File: src/rtl/equiv_pkg.sv
// Shared definitions for the exhaustive equivalence checker.
// Holds the sweep FSM encoding, the default settle time and the settle counter width.
package equiv_pkg;

  typedef enum logic [1:0] {
    ST_IDLE = 2'd0,
    ST_HOLD = 2'd1,
    ST_DONE = 2'd2
  } state_t;

  localparam int unsigned SETTLE_DEFAULT = 2;
  // Four bits covers the legal settle range of 0..15.
  localparam int unsigned SETTLE_W       = 4;

endpackage

File: src/rtl/settle_timer.sv
// Settle countdown for the equivalence checker.
// Ports: clk, rst_n   - clock and async active-low reset
//        load, value  - load the counter with value (load wins over counting)
//        en           - count down by one per cycle while nonzero
//        zero_c       - combinational flag, counter is zero
module settle_timer
  import equiv_pkg::*;
(
  input  logic                clk,
  input  logic                rst_n,
  input  logic                load,
  input  logic [SETTLE_W-1:0] value,
  input  logic                en,
  output logic                zero_c
);

  logic [SETTLE_W-1:0] cnt_q;

  // Countdown register: saturates at zero.
  always_ff @(posedge clk or negedge rst_n) begin
    if (!rst_n) begin
      cnt_q <= '0;
    end else if (load) begin
      cnt_q <= value;
    end else if (en && (cnt_q != '0)) begin
      cnt_q <= cnt_q - SETTLE_W'(1);
    end
  end

  assign zero_c = (cnt_q == '0);

endmodule

File: config.mk
export PLATFORM = sky130hd
export DESIGN_NAME = settle_timer
export DESIGN_NICKNAME = d
export VERILOG_FILES = /design/src/rtl/equiv_pkg.sv /design/src/rtl/settle_timer.sv
export SDC_FILE = /design/constraint.sdc
export NUM_CORES = 1
export LEC_CHECK = 0
export BUFFER_PORTS_ARGS = -buffer_cell sky130_fd_sc_hd__buf_2
export CORE_AREA = 2 2 39 41
export CTS_BUF_LIST = sky130_fd_sc_hd__clkbuf_16
export DETAILED_ROUTE_END_ITERATION = 16
export DIE_AREA = 0 0 41 43
export GPL_TIMING_DRIVEN = 0
export RECOVER_POWER = 100
export SETUP_SLACK_MARGIN = 0.02
export SLEW_MARGIN = 20
export SYNTH_ARGS = -nofsm -noshare
export SYNTH_HDL_FRONTEND = slang
export SYNTH_SLANG_ARGS = --single-unit
File: constraint.sdc
create_clock -name clk -period 1.7 [get_ports clk]
set_input_delay 0.085 -clock clk [delete_from_list [all_inputs] [get_ports clk]]
set_output_delay 0.085 -clock clk [all_outputs]
set_load 0.01 [all_outputs]
* Word level (Yosys, flattened, before mapping) *
Cells that the tools add are included.

cells by class
  multiplexer cells = 2
  $add $sub $neg = 1
  reduce and logical (&&, ||, !) cells = 4

operator list
  operator                                                             count
  4-bit 2-to-1 mux                                                     2
  4-bit logical NOT                                                    1
  4-bit nonzero test                                                   1
  4-bit by 1-bit subtractor with 4-bit output (second input constant)  1
  2-bit nonzero test                                                   1
  1-bit logical AND                                                    1

word-level totals
  word-level logic and storage cells = 8
  bits of input ports = 8
  bits in registers = 4

* Logic depth before layout (Yosys ltp) *
  depth after elaboration = 4
  mapped depth = 5

* Worst setup path before layout *
Ideal clock, no wire load.

  path type = register to register
  from = reg cnt_q[0]
  to = reg cnt_q[1]
  buffers on the path = 0
  clock period less this slack = 1394 ps
  data required time = 1620 ps
  arrival time = 1314 ps
  slack = 306 ps
  cell stages (with the launch flop) = 6
  cell sequence = dfrtp_1 -> inv_1 -> ha_1 -> nor3b_2 -> or4_1 -> o211ai_2

on the way
  cells in the longest elaborated chain, start to end = 3

ends and longest elaborated chain
  item                                                                               RTL line                                source
  start, declared                                                                    settle_timer.sv:17                      logic [SETTLE_W-1:0] cnt_q;
  start signal, assigned                                                             settle_timer.sv:24                      cnt_q <= value;
  start signal, assigned                                                             settle_timer.sv:26                      cnt_q <= cnt_q - SETTLE_W'(1);
  4-bit by 1-bit subtractor with 4-bit output or 4-bit nonzero test (tied branches)  settle_timer.sv:26, settle_timer.sv:25
  4-bit 2-to-1 mux or 1-bit logical AND (tied branches)                              settle_timer.sv:25                      end else if (en && (cnt_q != '0)) begin
  4-bit 2-to-1 mux or 2-bit nonzero test (tied branches)                             --

Parallel ways exist; a longest one is shown, timed or not. The select of a mux whose other input is x is not followed.
A chain may end at the register's enable or synchronous reset.

* Worst setup path after layout *
  from = reg cnt_q[0]
  to = out zero_c

on the way
  cells in the longest elaborated chain, start to end = 1

ends and longest elaborated chain
  item               RTL line            source
  4-bit logical NOT  settle_timer.sv:30  assign zero_c = (cnt_q == '0);
  end, declared      settle_timer.sv:14  output logic zero_c

No other way between the ends.

==> impl_metrics.env <==
export IMPL_synth_area_um2=270
export IMPL_largest_register="cnt_q"
export IMPL_yosysTopAreaCellShare_pct=37.0
export IMPL_cts_tree="built"
export IMPL_whs_path_depth=3
export IMPL_ff2ff_path_depth=5
export IMPL_holdCritStartpoint="value[2]"
export IMPL_period_share_pct=87.0
export IMPL_die_area_um2=1760
export IMPL_slew_headroom_pct=73.2
export IMPL_rsz0062_at_grt="no"
export IMPL_tightest_slew_ns=0.397
export IMPL_antenna_found_initial=0
export IMPL_synth_cells=27
export IMPL_rows=14
export IMPL_routabilityCongestion=0.684
export IMPL_clkTransAtPathRegs_ns=0.03
export IMPL_setup_tns_ns=0
export IMPL_p_total_mw=0.538
export IMPL_grt_usage_pct=7.27
export IMPL_synth_warning_count=0
export IMPL_grt_overflow_total=0
export IMPL_synth_yosys_seq_area_share_pct=37.0
export IMPL_power_frac_clock_pct=66.6
export IMPL_crit_family="flip-flops"
export IMPL_clock_skew_ns=0.000222
export IMPL_detail_route_antenna_nets=0
export IMPL_seq_power_share_pct=22.1
export IMPL_leakagePower_nw=0.178
export IMPL_drtIter0Drc=0
export IMPL_cts_sinks=4
export IMPL_final_cells=54
export IMPL_grt_pass1_wl_um=841
export IMPL_top_regs="cnt_q: 4 flops"
export IMPL_slowest_stage="dfrtp_1"
export IMPL_switching_share_pct=18.2
export IMPL_min_path_type="in2reg"
export IMPL_critPathMaxStageDelay_ns=0.40
export IMPL_start_util_pct=19.5
export IMPL_die_w_um=41
export IMPL_dr_pass1_iters=1
export IMPL_ioPinCount=9
export IMPL_viasPerCell=4.37
export IMPL_final_nets=49
export IMPL_min_period_ns=1.48
export IMPL_timing_rr_end="cnt_q[1]$_DFFE_PN0P_"
export IMPL_setup_violations=0
export IMPL_max_freq_ghz=0.676
export IMPL_worstPathArrival_ns=1.39
export IMPL_drc=0
export IMPL_cts_buffers=3
export IMPL_insertion_delay_ns=0.22
export IMPL_antenna_diode_count=0
export IMPL_r2r_slack_ns=0.24
export IMPL_synthesis_nets=36
export IMPL_routed_wirelength_um=499
export IMPL_grt_pass1_vias=232
export IMPL_routedWlPerCell_um=9.24
export IMPL_power_switching_mw=0.0976
export IMPL_largest_reg_flops=4
export IMPL_status="completed"
export IMPL_portBuffers=7
export IMPL_dpl_cell_count=50
export IMPL_cp_max_fo=5
export IMPL_clk_path_buf_depth=2
export IMPL_irDropWorstVdd_v=0.000607
export IMPL_cts_htree_levels=1
export IMPL_p_int_mw=0.440
export IMPL_endpoint_kind="primary output"
export IMPL_start_kind="register"
export IMPL_power_density_nw_per_um2=1360
export IMPL_pwr_share_comb_pct=11.2
export IMPL_finalMaxSlewViolations=0
export IMPL_yosysTopAreaCell="dfrtp_1"
export IMPL_drive_above_1_share_pct=26.3
export IMPL_vias=236
export IMPL_ys_ff_latch=4
export IMPL_die_y_um=43
export IMPL_criticalPathCategory="reg2out"
export IMPL_syn_area_per_cell_um2=10.0
export IMPL_cts_root_buf="clkbuf_16"
export IMPL_placed_area_um2=325
export IMPL_synthDistinctLibCells=18
export IMPL_fin_ws_ns=0.221
export IMPL_critPathBufInv=2
export IMPL_synthTopCellsByArea="dfrtp_1 37%, nor4b_2 5.6%, ha_1 4.6%"
export IMPL_finalHoldViolCount=0
export IMPL_maxCapViolCount=0
export IMPL_pre_cts_ws_ns=0.235
export IMPL_stdcell_area_um2=397
export IMPL_worstPathRequired_ns=1.62
export IMPL_area_growth_pct=46.8
export IMPL_r2r_start="cnt_q[0]$_DFFE_PN0P_"
export IMPL_fin_worst_hold_slack_ns=0.0746
export IMPL_grt_start_max_net_pins=11
export IMPL_whs_endpoint="cnt_q[2]$_DFFE_PN0P_"
export IMPL_finish_utilization_pct=28.7
export IMPL_cp_cell_sequence="inv_1 -> ha_1 -> nor3b_2 -> clkbuf_1"
export IMPL_core_area_um2=1380
-- worst max path at each step --
| stage | start | endpoint | slack [ns] | depth (start not counted) |
|---|---|---|---|---|
| after detailed placement | cnt_q[0]$_DFFE_PN0P_ | cnt_q[1]$_DFFE_PN0P_ | 0.23 | 5 |
| after floorplan | cnt_q[0]$_DFFE_PN0P_ | cnt_q[1]$_DFFE_PN0P_ | 0.31 | 5 |
| final | cnt_q[0]$_DFFE_PN0P_ | zero_c | 0.22 | 4 |
| after global routing | cnt_q[0]$_DFFE_PN0P_ | cnt_q[1]$_DFFE_PN0P_ | 0.15 | 5 |
| after CTS | cnt_q[0]$_DFFE_PN0P_ | zero_c | 0.21 | 4 |
| after global placement | cnt_q[0]$_DFFE_PN0P_ | cnt_q[1]$_DFFE_PN0P_ | 0.25 | 5 |
-- layout by cell type, fill, tap and decap left out, types with 2 or more instances in the layout --
cell type,count
clkbuf_1,2
clkbuf_16,3
dfrtp_1,4
buf_2,5
nor3_1,2
inv_1,3
o21ai_0,2
nand2_1,3
-- power by group through the flow --
stage                     Clock, mW  Sequential [mW]  Combinational, mW
after floorplan                   0            0.119             0.0453
after global placement            0            0.121             0.0626
after detailed placement          0            0.121             0.0642
after CTS                     0.362            0.120             0.0661
after global routing          0.368            0.121             0.0704
final                         0.358            0.119             0.0604
-- cells in the mapped netlist --
library cell / n
nor3_1: 2
nand2_1: 3
o21a_1: 1
and4b_1: 1
dfrtp_1: 4
or4_1: 1
buf_6: 1
nor3b_2: 1
o21ai_0: 2
nor4b_2: 1
a21oi_1: 1
inv_1: 3
or2b_1: 1
o31a_1: 1
o211ai_2: 1
a221o_1: 1
nor3b_1: 1
ha_1: 1
-- timing repair --
item | 4_1_cts | 5_1_grt
buffers inserted | 0 | 0
hold buffers | 1 | 0
gates resized for setup | 0 | 0
endpoints found under the hold margin | 4 | 0
-- kinds of logic after synthesis --
group / count (synthesis) / synth area share (%)
flip-flops: 4 / 37.0
buffers and inverters: 4 / 8.33
AO/OA/AOI/OAI: 7 / 19.9
AND/OR/NAND/NOR: 11 / 30.1
adder cells (fa/ha/maj): 1 / 4.63
-- routing by layer --
| metal | vias to the layer above | routed length, µm | track usage [%] |
|---|---|---|---|
| met5 | - | 0 | 0 |
| met4 | 0 | 0 | 4.00 |
| met3 | 0 | 28 | 3.14 |
| met2 | 4 | 243 | 10.3 |
| met1 | 111 | 227 | 8.82 |
| li1 | 121 | - | - |
-- worst min-delay path, stage by stage --
cell     delay [ns]
buf_2          0.07
nand2_1        0.04
o21ai_0        0.06
-- layout make-up --
| type | count | area, µm² |
|---|---|---|
| sequential | 4 | 100 |
| fill | 150 | 987 |
| clock buffer | 3 | 75.1 |
| buffer | 1 | 11.3 |
| tap | 16 | 20.0 |
| multi-input combinational | 19 | 136 |
| inverter | 3 | 11.3 |
| timing repair buffer | 8 | 42.5 |
Power figures use the tool's default switching activity.
